**src/rtl/spi_chip_sequencer.sv**
```systemverilog
// spi_chip_sequencer: SPI mode-0 master that visits each puzzle chip in turn.
// Ports: start/busy/done pass control, chip_idx, SPI bus (sclk/mosi/miso/ss_n),
// rx_* byte stream to the solver, result_* handshake from the solver.
module spi_chip_sequencer #(
  parameter int NUM_CHIPS    = 2,
  parameter int CLK_DIV      = 4,
  parameter int RESULT_BYTES = 2,
  parameter int SS_GUARD     = 4,
  localparam int CIW = (NUM_CHIPS > 1) ? $clog2(NUM_CHIPS) : 1
) (
  input  logic                      clk,
  input  logic                      rst_n,
  input  logic                      start,
  output logic                      busy,
  output logic                      done,
  output logic [CIW-1:0]            chip_idx,
  output logic                      spi_sclk,
  output logic                      spi_mosi,
  input  logic                      spi_miso,
  output logic [NUM_CHIPS-1:0]      spi_ss_n,
  output logic [7:0]                rx_data,
  output logic                      rx_last,
  output logic                      rx_valid,
  input  logic                      rx_ready,
  input  logic [RESULT_BYTES*8-1:0] result_data,
  input  logic                      result_valid,
  output logic                      result_ready
);

  localparam int RW = RESULT_BYTES * 8;
  localparam int BW = $clog2(RW + 1);
  localparam int DW = $clog2(CLK_DIV);
  localparam int GW = $clog2(SS_GUARD + 1);

  localparam logic [DW-1:0]  DIV_MAX  = DW'(CLK_DIV - 1);
  localparam logic [GW-1:0]  G_MAX    = GW'(SS_GUARD - 1);
  localparam logic [BW-1:0]  RX_LASTB = BW'(7);
  localparam logic [BW-1:0]  TX_LASTB = BW'(RW - 1);
  localparam logic [CIW-1:0] LAST     = CIW'(NUM_CHIPS - 1);

  typedef enum logic [2:0] {
    S_IDLE,
    S_SELECT,
    S_RX_BIT,
    S_RX_HAND,
    S_WAIT_RES,
    S_TX_BIT,
    S_DESELECT,
    S_GAP
  } state_e;

  state_e         state_q, state_d;
  logic [CIW-1:0] chip_q, chip_d;
  logic [DW-1:0]  div_q, div_d;
  logic [BW-1:0]  bit_q, bit_d;
  logic [GW-1:0]  guard_q, guard_d;
  logic           sclk_q, sclk_d;
  logic           mosi_q, mosi_d;
  logic [7:0]     shift_q, shift_d;
  logic [7:0]     rxd_q, rxd_d;
  // MSB goes straight to mosi on latch, so only the lower bits are kept
  logic [RW-2:0]  tx_q, tx_d;
  logic           done_q, done_d;

  logic tick;
  logic rise;
  logic fall;

  assign tick = (div_q == DIV_MAX);
  assign rise = tick & ~sclk_q;
  assign fall = tick & sclk_q;

  always_comb begin
    state_d = state_q;
    chip_d  = chip_q;
    div_d   = div_q;
    bit_d   = bit_q;
    guard_d = guard_q;
    sclk_d  = sclk_q;
    mosi_d  = mosi_q;
    shift_d = shift_q;
    rxd_d   = rxd_q;
    tx_d    = tx_q;
    done_d  = 1'b0;

    if (state_q == S_RX_BIT || state_q == S_TX_BIT) begin
      div_d = tick ? '0 : div_q + DW'(1);
      if (tick) sclk_d = ~sclk_q;
    end

    unique case (state_q)
      S_IDLE: begin
        if (start) begin
          state_d = S_SELECT;
          chip_d  = '0;
          guard_d = '0;
        end
      end
      S_SELECT: begin
        if (guard_q == G_MAX) begin
          state_d = S_RX_BIT;
          div_d   = '0;
          bit_d   = '0;
        end else begin
          guard_d = guard_q + GW'(1);
        end
      end
      S_RX_BIT: begin
        if (rise) shift_d = {shift_q[6:0], spi_miso};
        if (fall) begin
          if (bit_q == RX_LASTB) begin
            state_d = S_RX_HAND;
            rxd_d   = shift_q;
          end else begin
            bit_d = bit_q + BW'(1);
          end
        end
      end
      S_RX_HAND: begin
        if (rx_ready) begin
          state_d = rx_last ? S_WAIT_RES : S_RX_BIT;
          div_d   = '0;
          bit_d   = '0;
        end
      end
      S_WAIT_RES: begin
        if (result_valid) begin
          state_d = S_TX_BIT;
          tx_d    = result_data[RW-2:0];
          mosi_d  = result_data[RW-1];
          div_d   = '0;
          bit_d   = '0;
        end
      end
      S_TX_BIT: begin
        if (fall) begin
          if (bit_q == TX_LASTB) begin
            state_d = S_DESELECT;
            mosi_d  = 1'b0;
            guard_d = '0;
          end else begin
            bit_d  = bit_q + BW'(1);
            mosi_d = tx_q[RW-2];
            tx_d   = {tx_q[RW-3:0], 1'b0};
          end
        end
      end
      S_DESELECT: begin
        if (guard_q == G_MAX) state_d = S_GAP;
        else guard_d = guard_q + GW'(1);
      end
      S_GAP: begin
        guard_d = '0;
        if (chip_q == LAST) begin
          state_d = S_IDLE;
          chip_d  = '0;
          done_d  = 1'b1;
        end else begin
          state_d = S_SELECT;
          chip_d  = chip_q + CIW'(1);
        end
      end
    endcase
  end

  always_ff @(posedge clk or negedge rst_n) begin
    if (!rst_n) begin
      state_q <= S_IDLE;
      chip_q  <= '0;
      div_q   <= '0;
      bit_q   <= '0;
      guard_q <= '0;
      sclk_q  <= 1'b0;
      mosi_q  <= 1'b0;
      shift_q <= '0;
      rxd_q   <= '0;
      tx_q    <= '0;
      done_q  <= 1'b0;
    end else begin
      state_q <= state_d;
      chip_q  <= chip_d;
      div_q   <= div_d;
      bit_q   <= bit_d;
      guard_q <= guard_d;
      sclk_q  <= sclk_d;
      mosi_q  <= mosi_d;
      shift_q <= shift_d;
      rxd_q   <= rxd_d;
      tx_q    <= tx_d;
      done_q  <= done_d;
    end
  end

  // Selects follow state, so an async reset drops them at once.
  always_comb begin
    spi_ss_n = '1;
    if (state_q != S_IDLE && state_q != S_GAP) spi_ss_n[chip_q] = 1'b0;
  end

  assign busy         = (state_q != S_IDLE);
  assign done         = done_q;
  assign chip_idx     = chip_q;
  assign spi_sclk     = sclk_q;
  assign spi_mosi     = mosi_q;
  assign rx_data      = rxd_q;
  assign rx_valid     = (state_q == S_RX_HAND);
  assign rx_last      = rx_valid && (rxd_q == 8'h04);
  assign result_ready = (state_q == S_WAIT_RES) && result_valid;

endmodule

```
**config.mk**
```make
export PLATFORM = sky130hd
export DESIGN_NAME = spi_chip_sequencer
export DESIGN_NICKNAME = d
export VERILOG_FILES = /design/src/rtl/spi_chip_sequencer.sv
export SDC_FILE = /design/constraint.sdc
export NUM_CORES = 1
export LEC_CHECK = 0
export ABC_AREA = 1
export CELL_PAD_IN_SITES_DETAIL_PLACEMENT = 1
export CELL_PAD_IN_SITES_GLOBAL_PLACEMENT = 2
export CORE_MARGIN = 1.5
export CORE_UTILIZATION = 31
export CTS_CLUSTER_DIAMETER = 40
export DETAILED_ROUTE_END_ITERATION = 10
export GPL_TIMING_DRIVEN = 0
export PLACE_DENSITY_LB_ADDON = 0.08
export SLEW_MARGIN = 20
export SYNTH_ARGS = -nofsm -noshare
export SYNTH_HDL_FRONTEND = slang
export SYNTH_SLANG_ARGS = --single-unit
```
**constraint.sdc**
```tcl
create_clock -name clk -period 2.1 [get_ports clk]
set_input_delay 0.525 -clock clk [delete_from_list [all_inputs] [get_ports clk]]
set_output_delay 0.525 -clock clk [all_outputs]
set_load 0.01 [all_outputs]
```
=== Word level (Yosys, flattened, before mapping) ===
Cells that the tools add are included.
Widths: inputs -> output; s select.

* Flip-flop bits (word level): 48
* Bits in latches: 0
* RAM bits: 0
* Memory bits (read-only): 0
* Input bits: 22
* Output and inout bits: 18
* Logic and storage cells: 114
* Memories kept: 0

* $add $sub $neg: 4
* Multipliers: 0
* Div/mod/pow operators: 0
* Magnitude comparators: 2
* Equality and inequality tests: 25
* Shift operators: 0
* Mux-type cells: 47
* Bitwise logic cells: 4
* Reductions and logical operators: 21

{| class="wikitable"
|+ Operators with widths
! kind !! count
|-
| $mux 15 || 3
|-
| $mux 3 || 14
|-
| $mux 5 || 7
|-
| $pmux 15 s2 || 1
|-
| $pmux 5 s5 || 1
|-
| $pmux 3 s8 || 1
|-
| $ne 2x2->1 const B || 9
|-
| $eq 3x3->1 const B || 4
|-
| $mux 2 || 6
|-
| $pmux 3 s4 || 1
|-
| $eq 3x2->1 const B || 3
|-
| $mux 1 || 9
|-
| $reduce_and 9->1 || 1
|-
| $eq 8x3->1 const B || 1
|-
| $reduce_and 8->1 || 1
|-
| $ne 2x1->1 const B || 3
|-
| $pmux 2 s3 || 1
|-
| $reduce_and 2->1 || 3
|-
| $reduce_and 3->1 || 2
|-
| $add 5x1->5 const B || 1
|-
| $eq 5x3->1 const B || 1
|-
| $eq 5x4->1 const B || 1
|-
| $reduce_and 5->1 || 1
|-
| $reduce_bool 5->1 || 1
|-
| other kinds (21) || 27
|}

=== Logic depth before layout (Yosys ltp) ===
Gate-level depths: netlist of the first run.

* Depth in word-level cells: 6
* Depth in mapped cells: 11
* Depth with buffers taken out: 11

=== Least setup slack after synthesis of the first run ===
OpenSTA, ideal clock, no wires.

* Kind: reg-to-output
* Start point: register state_q[1]
* End point: output port rx_last
* Data arrival time: 1.017 ns
* Required time: 1.575 ns
* Path slack: 0.558 ns
* Stages on the path, launching flop included: 6
* Buffers on the path: 1
* Cell sequence: dfrtp_1 -> buf_4 -> nand2_1 -> nor2_1 -> inv_1 -> nor2_1

* Word-level cells in the longest chain between the ends: 2

{| class="wikitable"
|+ Ends and longest elaborated chain
! what !! line !! RTL
|-
| start, declared || 52 || <nowiki>state_e state_q, state_d;</nowiki>
|-
| start signal, assigned || 180 || <nowiki>state_q <= state_d;</nowiki>
|-
| $eq 3x2->1 || 206 || <nowiki>assign rx_valid = (state_q == S_RX_HAND);</nowiki>
|-
| named net rx_valid || 23 || <nowiki>output logic rx_valid,</nowiki>
|-
| $logic_and 1x1->1 || 207 || <nowiki>assign rx_last = rx_valid && (rxd_q == 8'h04);</nowiki>
|-
| end, declared || 22 || <nowiki>output logic rx_last,</nowiki>
|}

The timed path passes the listed nets, and every way through them passes these cells.

=== Worst setup path in the final report of the first run ===
* Start point: register state_q[0]
* End point: output port spi_ss_n[0]

* Word-level cells in the longest chain between the ends: 3
* Elaborated cells on any way between the ends: 4
* Classes of those cells: eq/ne: 1; mux: 1; reduce/logical: 2

{| class="wikitable"
|+ Ends and longest elaborated chain
! what !! line !! RTL
|-
| $ne 3x3->1 or $reduce_bool 3->1 (tied branches) || 197 || <nowiki>if (state_q != S_IDLE && state_q != S_GAP) spi_ss_n[chip_q] = 1'b0;</nowiki>
|-
| $logic_and 1x1->1 (*) || 197 ||
|-
| $mux 2 (*) || 197 ||
|-
| end, declared || 20 || <nowiki>output logic [NUM_CHIPS-1:0] spi_ss_n,</nowiki>
|}

Every way passes the cells marked *; elsewhere a longest branch is shown, timed or not.

==> run_results.csv, run 1 <==
group,metric,value,unit
global_routing,globalRouteOverflowTotal,0,
die,core,0.00785,sq mm
setup_path,cp_slowest_cell,"dfrtp_1",
layout,final_area,0.00322,sq mm
setup_path,critPathMaxStageDelay,380,ps
global_routing,globalRouteMet1Util,22.7,%
setup_path,crit_path_end_kind,"output port",
sta,max_slew_margin,57.8,%
die,pin_count,40,
layout,fin_nets,400,
sta,fin_crit,2010,ps
synth,ys_seq_area_share,47.2,%
setup_path,path_cells,"buf_6 -> nor2_2 -> nand2_2 -> nand2_1 -> inv_1 -> nand2_1 -> clkdlybuf4s15_1",
die,dieArea,0.00877,sq mm
route,drc,0,
global_routing,grt_max_degree,49,
die,start_util,32.4,%
die,fp.dieW,93.6,um
global_routing,grt_pass1_vias,2242,
setup_path,critical_path.top_delay_family,"buffers and inverters",
layout,multi_input_area,0.00117,sq mm
power_and_ir_drop,pwr-share-clk,23.3,%
power_and_ir_drop,combinationalPowerShare,39.2,%
run_status,status,"complete, no violations",
synth,syn_nets,353,
synth,ys_ff_latch,48,
placed_design,dpl_cell_area,0.00306,sq mm
setup_path,crit_buf_inv,3,
setup_path,cp.arrival,1490,ps
synth,synth_top_area_cell,"dfrtp_1",
synth,avgSynthCellArea,7.88,sq um
synth,synth_flop_cell,"dfrtp_1",
sta,fin_skew,12.4,ps
synth,synth_most_common_cell,"nand2_1",
placed_design,portBuffers,39,
placed_design,dpl.hpwl,4690,um
placed_design,place.gp.congestion,0.774,
global_routing,grt_use_total,16.3,%
power_and_ir_drop,power,0.00353,W
clock_tree,cts_buffers,5,
power_and_ir_drop,p_int,0.00218,W
global_routing,busiest_layer,"met2",
layout,diodes,0,
clock_tree,clkSlewWorstSetupHoldPaths,100,ps
route,vias,2162,
sta,worst_pin_slew,634,ps
synth,synth_edf_count,0,
power_and_ir_drop,switching_share,38.4,%
route,ant_nets,0,
global_routing,grt_pass1_wl,11100,um
clock_tree,cts_max_level,2,
route,wire_per_inst,13.6,um
clock_tree,clkSinkCount,48,
sta,fin_crit_sh,95.9,%
synth,synthCells,323,
power_and_ir_drop,ir_drop,0.000645,V
synth,synth.cell_area,0.00255,sq mm
sta,setup_tns,0,ps
synth,synth_top_area_share,47.2,%
clock_tree,cts_max_path_buffers,2,
clock_tree,cts_hold_buf,0,
layout,stdcell_count,473,
sta,final-setup-viol-count,0,
power_and_ir_drop,powerDensity,1100,mW/mm^2
synth,synth_cell_types,27,
global_routing,antenna_found_initial,0,
setup_path,crit_path_frequent_cell,"nand2_1",
setup_path,required,1570,ps
setup_path,cp_max_fo,9,
sta,grt_setup_unrepaired,"yes",
synth,synth_common_cells,"nand2_1, dfrtp_1, o21ai_1, inv_1, nor2_1",
clock_tree,clkLatencyLatePin,310,ps
route,avgViaCountPerCell,4.57,
die,die_h,93.6,um
sta,hold_viol,0,
die,fp-row-count,32,
route,drt_iter0_markers,75,
flow_run,maxCapViolations,0,
power_and_ir_drop,p_leak,1.51,nW
power_and_ir_drop,power_switching,0.00136,W
layout,regArea,0.00120,sq mm
layout,drive_above_1_share,13.2,%
placed_design,place_inst,464,
layout,syn_to_final_growth,26.3,%
setup_path,critical_path.startpoint_type,"flip-flop",
sta,slew_viol_final,0,
synth,synth_area_leaders,"dfrtp_1, nand2_1, o21ai_1, inv_1, nor2_1",
global_routing,met3_usage,2.85,%
synth,async_flop_share,100,%
layout,final_core_util,41.0,%
route,first_pass_iters,4,
route,drt-total-wl,6440,um
layout,fillCellCount,984,
clock_tree,tritoncts,"built",
synth,ys_warn_count,0,
power_and_ir_drop,seq_power_share,37.5,%
global_routing,gr-usage-met2,25.7,%
sta,fmax,497,MHz
setup_path,path_class,"flip-flop to output port",
worst_hold_path,min_path_type,"input port to async pin",
clock_tree,clockRootBuffer,"clkbuf_8",
metal layers:
metal | part of all wire, % | up-vias
met1 | 51 | 1015
met4 | 1.4 | 0
met5 | 0 | -
li1 | - | 1115
met3 | 2.9 | 8
met2 | 45 | 24
per-stage QoR:
stage | setup slack [ps] | hold slack [ps]
6_report | 86.8 | 223
2_1_floorplan | 558 | 229
3_5_place_dp | -229 | 482
4_1_cts | 13.3 | 255
5_1_grt | -48.7 | 275
3_3_place_gp | -1050 | 469
final timing paths:
| kind | from | to | slack, ps | depth (start not counted) |
|---|---|---|---|---|
| min in group clk | guard_q[2] | guard_q[2] | 500 | 2 |
| setup reg to reg | bit_q[0] | state_q[0] | 230 | 11 |
| hold reg to reg | guard_q[2] | guard_q[2] | 500 | 2 |
| max in group asynchronous | rst_n | state_q[2] | 1410 | 1 |
| setup / recovery | state_q[0] | spi_ss_n[0] | 90 | 7 |
| hold / removal | rst_n | tx_q[6] | 220 | 1 |
layout by cell type (no fill, tap or decap), types with 3 or more instances in the layout:
cell type,netlist,routed
o21ai_0,8,8
a21oi_1,3,3
ha_1,8,8
nand4_1,4,4
o21ai_1,44,44
nand2_2,1,4
nor2_4,5,6
buf_2,3,3
dfrtp_1,48,47
clkdlybuf4s50_1,0,32
inv_1,28,28
buf_4,5,7
nor2_2,1,3
nand2_1,94,91
nor2_1,28,25
or2_2,5,5
inv_2,6,6
or2_1,9,9
clkbuf_8,0,5
nand3_1,12,12
kinds of logic after synthesis:
family	Yosys count	synth area share, %
simple gates	163	28.7
compound gates	57	11.4
flops	48	47.2
buf+inv	44	7.67
fa+ha+maj	8	3.93
xor+xnor	3	1.03
power by group through the flow:
stage | Sequential (W) | Combinational [W] | Clock (W)
2_1_floorplan | 0.00131 | 0.000976 | 0
3_3_place_gp | 0.00134 | 0.00139 | 0
3_5_place_dp | 0.00134 | 0.00141 | 0
4_1_cts | 0.00133 | 0.00140 | 0.000852
5_1_grt | 0.00136 | 0.00160 | 0.000879
6_report | 0.00133 | 0.00138 | 0.000824
sequential cells by signal, indices dropped and copies added, names as in the netlist:
name,count
bit_q,5
chip_idx,1
div_q,2
done,1
guard_q,3
rx_data,8
shift_q,8
spi_mosi,1
spi_sclk,1
state_q,3
tx_q,15
repair_timing:
item | in CTS | in global routing
gates resized for setup | 13 | 7
pin swaps | 2 | 0
buffers inserted | 1 | 0
endpoints found under the setup margin | 6 | 4
area by class of cell:
class,count,share of cell area (%)
flip-flops and latches,48,37.4
multi-input cells,231,36.4
repair buffers,40,11.9
inverters,34,3.97
well taps,102,3.97
clock buffers,5,2.14
clock inverters,3,2.14
plain buffers,10,2.10
(Power assumes the default switching activity.)
==> run 2, diff against run 1 <==
--- a/config.mk
+++ b/config.mk
@@ -6,6 +6,7 @@
 export NUM_CORES = 1
 export LEC_CHECK = 0
 export ABC_AREA = 1
+export CAP_MARGIN = 20
 export CELL_PAD_IN_SITES_DETAIL_PLACEMENT = 1
 export CELL_PAD_IN_SITES_GLOBAL_PLACEMENT = 2
 export CORE_MARGIN = 1.5
==> results of run 2 <==
No change in the layout: final DEF, timing and power equal those of run 1.
==> run 3, diff against run 2 <==
--- a/config.mk
+++ b/config.mk
@@ -15,6 +15,7 @@
 export DETAILED_ROUTE_END_ITERATION = 10
 export GPL_TIMING_DRIVEN = 0
 export PLACE_DENSITY_LB_ADDON = 0.08
+export REMOVE_ABC_BUFFERS = 1
 export SLEW_MARGIN = 20
 export SYNTH_ARGS = -nofsm -noshare
 export SYNTH_HDL_FRONTEND = slang
==> run 3 against run 2 <==
Compared with the run above:
- non-clock buffer count rose by 1
- combinational power up 6%
- clock power fell by 30%
- routed wire length down 4.6%
- global-route usage fell by 1.1 points
- cell area grew 0.54%
- cell count up 0.21%
==> run_results.csv, run 3 (synthesis gave the netlist of run 1 again) <==
group,metric,value,unit
setup_path,path_class,"flip-flop to output port",
layout,largest-register,"tx_q",
run_status,status,"complete, no violations",
die,fp.dieW,93.6,um
layout,final_cell_mix,"nand2_1, dfrtp_1, o21ai_1, clkdlybuf4s50_1, inv_1",
setup_path,cp.arrival,1480,ps
clock_tree,clkSlewWorstSetupHoldPaths,90,ps
route,avgViaCountPerCell,4.59,
route,vias,2178,
sta,fmax,498,MHz
route,drc,0,
layout,stdcell_count,474,
die,dieArea,0.00877,sq mm
route,wire_per_inst,13.0,um
die,pin_count,40,
clock_tree,cts_max_level,2,
sta,slew_viol_final,0,
setup_path,critical_path.startpoint_type,"flip-flop",
placed_design,portBuffers,39,
sta,fin_skew,13.1,ps
clock_tree,tritoncts,"built",
die,fp-row-count,32,
die,core,0.00785,sq mm
sta,final-setup-viol-count,0,
sta,max_slew_margin,58.1,%
layout,diodes,0,
placed_design,dpl.hpwl,4260,um
sta,grt_setup_unrepaired,"no",
global_routing,globalRouteOverflowTotal,0,
route,first_pass_iters,4,
setup_path,crit_path_end_kind,"output port",
power_and_ir_drop,ir_drop,0.000447,V
placed_design,place_inst,455,
die,die_h,93.6,um
placed_design,dpl_cell_area,0.00301,sq mm
setup_path,cp_max_fo,4,
setup_path,required,1570,ps
flow_run,maxCapViolations,0,
route,drt_iter0_markers,44,
global_routing,grt_pass1_wl,10500,um
sta,fin_crit,2010,ps
clock_tree,clockRootBuffer,"clkbuf_8",
die,start_util,32.4,%
clock_tree,clkSinkCount,48,
global_routing,grt_max_degree,49,
clock_tree,clkLatencyLatePin,310,ps
power_and_ir_drop,p_leak,1.53,nW
global_routing,grt_pass1_vias,2271,
global_routing,grt_use_total,15.2,%
sta,worst_pin_slew,629,ps
sta,fin_crit_sh,95.6,%
clock_tree,cts_buffers,5,
layout,layout_commonest_cell,"nand2_1",
layout,final_area,0.00323,sq mm
worst_hold_path,min_path_type,"input port to async pin",
layout,syn_to_final_growth,27.0,%
layout,largest_reg_flops,15,
layout,fin_nets,402,
layout,drive_above_1_share,15.3,%
clock_tree,cts_max_path_buffers,2,
placed_design,place.gp.congestion,0.770,
route,ant_nets,0,
sta,setup_tns,0,ps
power_and_ir_drop,powerDensity,1040,mW/mm^2
sta,hold_viol,0,
route,drt-total-wl,6140,um
global_routing,antenna_found_initial,0,
[run 3: cell types whose count changed in the layout (fill, tap and decap cells not counted), moves of 2 or more]
| cell | change |
|---|---|
| buf_2 | -3 |
| dfrtp_1 | -2 |
| dfrtp_2 | +2 |
| nor2_4 | +2 |
| clkdlybuf4s15_1 | -2 |
| buf_4 | +4 |
| bufinv_16 | -2 |
[run 3: worst max-delay path, stage by stage (launching register included)]
cell and delay (ps):
dfrtp_2 410, buf_4 160, nor2_4 120, nand2_2 110, nor2_4 120, dlygate4sd2_1 270
[run 3: repair_timing]
item                       CTS  global route
setup buffers                8             3
pin swaps                    2             4
gates cloned                 0             1
hold buffers                 0             0
resized for setup           18             8
setup endpoints to repair   22            13
[run 3: cell type report]
cell class	count	area (sq um)
Fill cell	981	4610
Sequential cell	48	1200
Multi-Input combinational cell	232	1200
Timing Repair Buffer	51	479
Inverter	34	128
Tap cell	102	128
Clock buffer	6	82.6
Clock inverter	1	8.76
[run 3: routing by layer]
layer  up-vias  part of all wire (%)  track usage, %
met3         5                   2.4            2.93
met4         0                   1.1            4.48
met5         -                     0               0
met1      1035                    49            19.8
met2        23                    47            25.6
li1       1115                     -               -
[run 3: final timing paths]
kind                             from      endpoint  slack [ps]  cells after the start
min reg2reg                   tx_q[0]       tx_q[0]         490                      2
min in group clk              tx_q[0]       tx_q[0]         490                      2
max reg2reg                state_q[1]       tx_q[3]         150                      9
min                             rst_n       tx_q[6]         230                      1
max in group asynchronous       rst_n    state_q[1]        1410                      1
max                        state_q[0]  result_ready          90                      5
[run 3: where the power goes]
| group | leakage, nW | internal, W | switching (W) |
|---|---|---|---|
| clock | 0.0473 | 0.000263 | 0.000317 |
| sequential | 0.627 | 0.00118 | 0.000151 |
| combinational | 0.852 | 0.000577 | 0.000882 |
| total | 1.53 | 0.00202 | 0.00135 |
[run 3: per-stage QoR]
stage          util, %  total power (W)  hold WS, ps  setup WS [ps]
2_1_floorplan        -          0.00225          229           -256
3_3_place_gp      38.2          0.00267          470          -1170
3_5_place_dp      38.4          0.00269          475           -261
4_1_cts           40.9          0.00343          256           3.35
5_1_grt           41.2          0.00368          273           6.46
6_report          41.2          0.00338          230           92.8
